<file path="src/rtl/accelbrot_pkg.sv">
// accelbrot_pkg: shared widths, per-item sideband record and idle-counter sizing
package accelbrot_pkg;
  localparam int TAG_W = 24;
  localparam int CNT_W = 16;
  typedef struct packed {
    logic [TAG_W-1:0] tag;
    logic [CNT_W-1:0] count;
    logic             finish;
    logic             start;
    logic             valid;
  } sideband_t;
  function automatic int idle_cnt_width(input int nwords);
    return (nwords > 1) ? $clog2(nwords) : 1;
  endfunction
endpackage

</file>
<file path="src/rtl/accelbrot_com_delay.sv">
// accelbrot_com_delay: fixed DEPTH-cycle register delay line, cleared by rst
module accelbrot_com_delay #(
  parameter int WIDTH = 1,
  parameter int DEPTH = 1
) (
  input  logic             clk,
  input  logic             rst,
  input  logic [WIDTH-1:0] d_i,
  output logic [WIDTH-1:0] q_o
);
  localparam int PW = DEPTH * WIDTH;
  logic [PW-1:0] pipe_q;
  // shift one stage per cycle, newest word in the LSBs
  always_ff @(posedge clk)
    pipe_q <= rst ? '0 : PW'({pipe_q, d_i});
  assign q_o = pipe_q[PW-1 -: WIDTH];
endmodule

</file>
<file path="src/rtl/accelbrot_loop_entry.sv">
// accelbrot_loop_entry: injects pixel jobs into vacant slots of the loop ring; optional job counter under ACCELBROT_LOOP_ENTRY_STS_EN
module accelbrot_loop_entry
  import accelbrot_pkg::*;
#(
  parameter int NWORDS = 8,
  parameter int WWIDTH = 34,
  parameter int CWIDTH = 16,
  parameter int TWIDTH = 24
) (
  input  logic                     clk,
  input  logic                     rst,
  output logic [31:0]              sts_num_entered,
  input  logic [TWIDTH-1:0]        ent_tag,
  input  logic [NWORDS*WWIDTH-1:0] ent_a,
  input  logic [NWORDS*WWIDTH-1:0] ent_b,
  input  logic                     ent_valid,
  output logic                     ent_ready,
  input  logic [WWIDTH-1:0]        in_x,
  input  logic [WWIDTH-1:0]        in_y,
  input  logic [WWIDTH-1:0]        in_a,
  input  logic [WWIDTH-1:0]        in_b,
  input  logic [TWIDTH-1:0]        in_tag,
  input  logic [CWIDTH-1:0]        in_count,
  input  logic                     in_finish,
  input  logic                     in_start,
  input  logic                     in_valid,
  output logic [WWIDTH-1:0]        out_x,
  output logic [WWIDTH-1:0]        out_y,
  output logic [WWIDTH-1:0]        out_a,
  output logic [WWIDTH-1:0]        out_b,
  output logic [TWIDTH-1:0]        out_tag,
  output logic [CWIDTH-1:0]        out_count,
  output logic                     out_finish,
  output logic                     out_start,
  output logic                     out_valid
);
  localparam int IW = idle_cnt_width(NWORDS);
  localparam int RW = $clog2(NWORDS + 1);
  localparam int DW = 4 * WWIDTH + TWIDTH + CWIDTH + 3;
  logic [DW-1:0]            dly_q;
  logic [WWIDTH-1:0]        d_x, d_y, d_a, d_b;
  logic [TWIDTH-1:0]        d_tag;
  logic [CWIDTH-1:0]        d_count;
  logic                     d_finish, d_start, d_valid;
  logic                     hold_valid_q;
  logic [TWIDTH-1:0]        hold_tag_q, tag_q;
  logic [NWORDS*WWIDTH-1:0] hold_a_q, hold_b_q, a_sr_q, b_sr_q;
  logic [IW-1:0]            idle_q, idle_d;
  logic [RW-1:0]            rem_q;
  logic                     ins, window, ins_start;

  accelbrot_com_delay #(.WIDTH(DW), .DEPTH(NWORDS)) u_delay (
    .clk (clk),
    .rst (rst),
    .d_i ({in_x, in_y, in_a, in_b, in_tag, in_count, in_finish, in_start, in_valid}),
    .q_o (dly_q)
  );
  assign {d_x, d_y, d_a, d_b, d_tag, d_count, d_finish, d_start, d_valid} = dly_q;

  assign ins       = rem_q != '0;
  assign ent_ready = !hold_valid_q;

  // a slot is free once the ring has been idle for NWORDS cycles including this one
  always_comb begin
    window    = !in_valid && idle_q == IW'(NWORDS - 1);
    ins_start = window && hold_valid_q && rem_q <= RW'(1);
    idle_d    = (in_valid || ins_start) ? '0 : (idle_q == IW'(NWORDS - 1)) ? idle_q : idle_q + 1'b1;
  end

  // holding-register flag, idle counter and serializer word count
  always_ff @(posedge clk)
    if (rst) begin
      hold_valid_q <= 1'b0;
      idle_q       <= '0;
      rem_q        <= '0;
    end else begin
      hold_valid_q <= ins_start ? 1'b0 : (ent_valid && ent_ready) ? 1'b1 : hold_valid_q;
      idle_q       <= idle_d;
      rem_q        <= ins_start ? RW'(NWORDS) : ins ? rem_q - 1'b1 : rem_q;
    end

  // job payload capture and word-serial shift-out
  always_ff @(posedge clk) begin
    if (ent_valid && ent_ready) begin
      hold_tag_q <= ent_tag;
      hold_a_q   <= ent_a;
      hold_b_q   <= ent_b;
    end
    if (ins_start) begin
      tag_q  <= hold_tag_q;
      a_sr_q <= hold_a_q;
      b_sr_q <= hold_b_q;
    end else if (ins) begin
      a_sr_q <= a_sr_q >> WWIDTH;
      b_sr_q <= b_sr_q >> WWIDTH;
    end
  end

  assign out_x      = ins ? '0 : d_x;
  assign out_y      = ins ? '0 : d_y;
  assign out_a      = ins ? a_sr_q[WWIDTH-1:0] : d_a;
  assign out_b      = ins ? b_sr_q[WWIDTH-1:0] : d_b;
  assign out_tag    = ins ? tag_q : d_tag;
  assign out_count  = ins ? '0 : d_count;
  assign out_finish = !ins && d_finish;
  assign out_start  = ins ? rem_q == RW'(NWORDS) : d_start;
  assign out_valid  = ins || d_valid;

`ifdef ACCELBROT_LOOP_ENTRY_STS_EN
  logic [31:0] sts_q;
  // count insertion starts
  always_ff @(posedge clk)
    sts_q <= rst ? '0 : sts_q + 32'(ins_start);
  assign sts_num_entered = sts_q;
`else
  assign sts_num_entered = '0;
`endif
endmodule

</file>
<file path="config.mk">
export PLATFORM = sky130hd
export DESIGN_NAME = accelbrot_loop_entry
export DESIGN_NICKNAME = d
export VERILOG_FILES = /design/src/rtl/accelbrot_pkg.sv /design/src/rtl/accelbrot_com_delay.sv /design/src/rtl/accelbrot_loop_entry.sv
export SDC_FILE = /design/constraint.sdc
export NUM_CORES = 2
export LEC_CHECK = 0
export ABC_CLOCK_PERIOD_IN_PS = 40900
export CAP_MARGIN = 20
export CORE_AREA = 3 3 392 394
export CTS_CLUSTER_SIZE = 30
export DETAILED_ROUTE_END_ITERATION = 8
export DIE_AREA = 0 0 395 397
export PLACE_DENSITY = 0.85
export SLEW_MARGIN = 25
export SYNTH_ARGS = -nofsm -noshare
export SYNTH_HDL_FRONTEND = slang
export SYNTH_SLANG_ARGS = --single-unit
</file>
<file path="constraint.sdc">
create_clock -name clk -period 40.9 [get_ports clk]
set_input_delay 8.18 -clock clk [delete_from_list [all_inputs] [get_ports clk]]
set_output_delay 8.18 -clock clk [all_outputs]
set_load 0.05 [all_outputs]
</file>
==> run summary <==
Root buffer cell: clkbuf_16
Routed WL per cell: 22.5 um
Hold Startpoint: u_delay.pipe_q[170]
Vias per cell: 4.90
All-Layer GR Usage: 23.2%
Post-synthesis register bit count: 2576
Sequential-to-total area share from yosys stat: 76.3%
Most frequent cells in the layout: dfxtp_1 (1440), nor2b_1 (1433), edfxtp_1 (1136)
Initial antenna violation count: 87
Final Hold Fails: 0
Most frequent CP cell: buf_4
CP max stage cell: clkdlybuf4s50_1
DP Cell Count: 7782
Post-CTS Setup Bufs: 0
Worst path buffer plus inverter count: 4
Top cell family by delay on the critical path: buffers and inverters
RSZ-0062 raised after global routing: false
Critical path fanouts, max: 84
Die width: 395 um
Post-Syn Area: 82500 um2
Largest net degree at the start of global routing: 220
Critical Path RT: 32.72 ns
PortBufs: 929
Die height: 397 um
First-pass GRT wire length: 268 mm
Clk sinks: 2576
Skew-Pair Late Insertion Delay: 0.83 ns
FF-to-FF End: a_sr_q[191]
Power density cells: 66.6 nW/um2
CP startpoint kind: flip-flop
RePlAce Congestion: 0.900
Synthesis Warnings: 0
CTS Hold Bufs: 0
Vias in the first global route: 42600
IO Pins: 962
Final Util: 67.5%
Flop-to-flop setup slack: 35.86 ns
Routed Antenna Nets: 0
CTS tree: built
Worst Setup SP: rem_q[0]
Fin worst setup slack: 28.46 ns
Via count: 40600
Total detailed-routing wirelength: 186 mm
Cells on worst reg2reg path: 9
CP max stage delay: 0.82 ns
Crit Path Category: reg2out
CTS buffer count: 234
Clock transition at path regs: 0.06 ns
Core area: 150000 um2
Final count of pins violating max slew: 0
Peak VDD IR: 0.0880 mV
Critical path endpoint category: output port
Layout Nets: 6759
# fillers: 9356
Final Skew: 0.0543 ns
Max Cap Viol: 0
Worst reg2reg startpoint: rem_q[0]
Area grow syn2layout: 22.9%
Most common cell after layout, fill and taps aside: dfxtp_1
Final Cycle Share: 30.4%
DIE AREA: 157000 um2
Worst Setup EP: out_tag[21]
WP data arrival: 4.26 ns
Grt ovf: 0
Post-synthesis cell count: 5038
Netlist cell types: 29
CTS H-Tree Depth: 4
Worst min path class: reg2reg
Synth Area per Inst: 16.4 um2
Worst slew pin tran: 1.08 ns
Setup TNS Final: 0 ns
Post-CTS sizing: 0
Final setup fails: 0
Drt first pass iters: 6
Initial core utilization: 55.0%
Worst path depth: 7
DRT iter0 DRCs: 3320
Tmin final: 12.44 ns
Layout cells sized above 1: 15.6%
Status: finished clean
Fmax: 80.4 MHz
Post-detail-place hpwl: 120 mm
Longest Clk Path Bufs: 3
CP cell instances: inv_1 -> ha_1 -> nor3b_2 -> buf_4 -> buf_4 -> mux2_2 -> clkdlybuf4s50_1
Pre-CTS setup slack: 27.13 ns
DRC errors left: 0
Slew margin rel.: 28.0%
Non-Filler Instances: 8271
Num rows: 142
Pleak: 0.0390 uW
==> where the power goes <==
group / internal (uW) / total (uW) / leakage (uW) / switching (uW)
Combinational: 519 / 1190 / 0.0123 / 672
Clock: 1250 / 2200 / 0.00383 / 945
Sequential: 3210 / 3360 / 0.0229 / 150
Total: 4980 / 6750 / 0.0390 / 1770
==> per-stage QoR <==
| step | hold WS (ns) | total power [uW] | instance area (um2) |
|---|---|---|---|
| floorplan | 0.400 | 4370 | 82600 |
| global placement | 0.403 | 4520 | 93300 |
| detailed placement | 0.405 | 4580 | 93300 |
| CTS | 0.392 | 6800 | 101000 |
| global route | 0.417 | 6970 | 101000 |
| finish | 0.394 | 6750 | 101000 |
==> how the worst min path moves through the flow <==
stage	to	slack, ns	depth (start not counted)
after floorplan	tag_q[0]	0.40	0
after global placement	tag_q[11]	0.40	0
after detailed placement	tag_q[20]	0.40	0
after CTS	u_delay.pipe_q[349]	0.39	1
after global routing	u_delay.pipe_q[719]	0.42	1
final	u_delay.pipe_q[349]	0.39	1
==> cell usage after synthesis <==
master     number  area [um2]
nor2_1          3        11.3
inv_1           3        11.3
nor3_1          3        15.0
nand2_1         1        3.75
clkbuf_2        3        15.0
buf_4          32         240
clkbuf_1      172         646
inv_2           1        3.75
dfxtp_1      1440       28800
nor3b_1         2        15.0
xor2_1          1        8.76
mux2i_1         3        30.0
nor4_1          4        25.0
and2_1        153         957
mux2_4        400        6010
buf_2          21         105
a21oi_1         1        5.00
nand2b_1        1        6.26
nor4b_2         1        15.0
o211ai_1        1        7.51
a2111oi_0       1        8.76
mux2_2        168        1890
edfxtp_1     1136       34100
buf_6          44         495
conb_1          1        3.75
nor2b_1      1434        8970
xnor2_1         2        17.5
ha_1            5        62.6
buf_1           1        3.75
==> area by class of cell <==
type,count,area (um2),area share [%]
Inverter,4,17.5,0.0173
Clock buffer,321,6610,6.52
Tap cell,2016,2520,2.49
Antenna cell,54,135,0.133
Timing Repair Buffer,972,9720,9.59
Clock inverter,112,1250,1.24
Sequential cell,2576,62900,62.1
Multi-Input combinational cell,2216,18200,17.9
==> cells by family after synthesis <==
logic type,share of synthesized area (%)
mux,9.61
fa+ha+maj,0.0758
other cells,0.00454
flops,76.3
xor+xnor,0.0318
simple gates,12.1
compound gates,0.0258
buf+inv,1.84
==> routing by layer <==
layer	global-route usage, %	wire length (um)
met2	40.2	95300
met1	26.0	67600
met4	12.9	10300
met5	0	154
met3	6.14	12800
==> sequential cells by signal, summed over array words and instances (netlist names) <==
register and cells:
idle_q 3, hold_tag_q 24, b_sr_q 272, rem_q 4, tag_q 24, hold_b_q 272
hold_a_q 272, a_sr_q 272, u_delay.pipe_q 1432, hold_valid_q 1
Note: power is estimated with default switching activity, not from simulation.
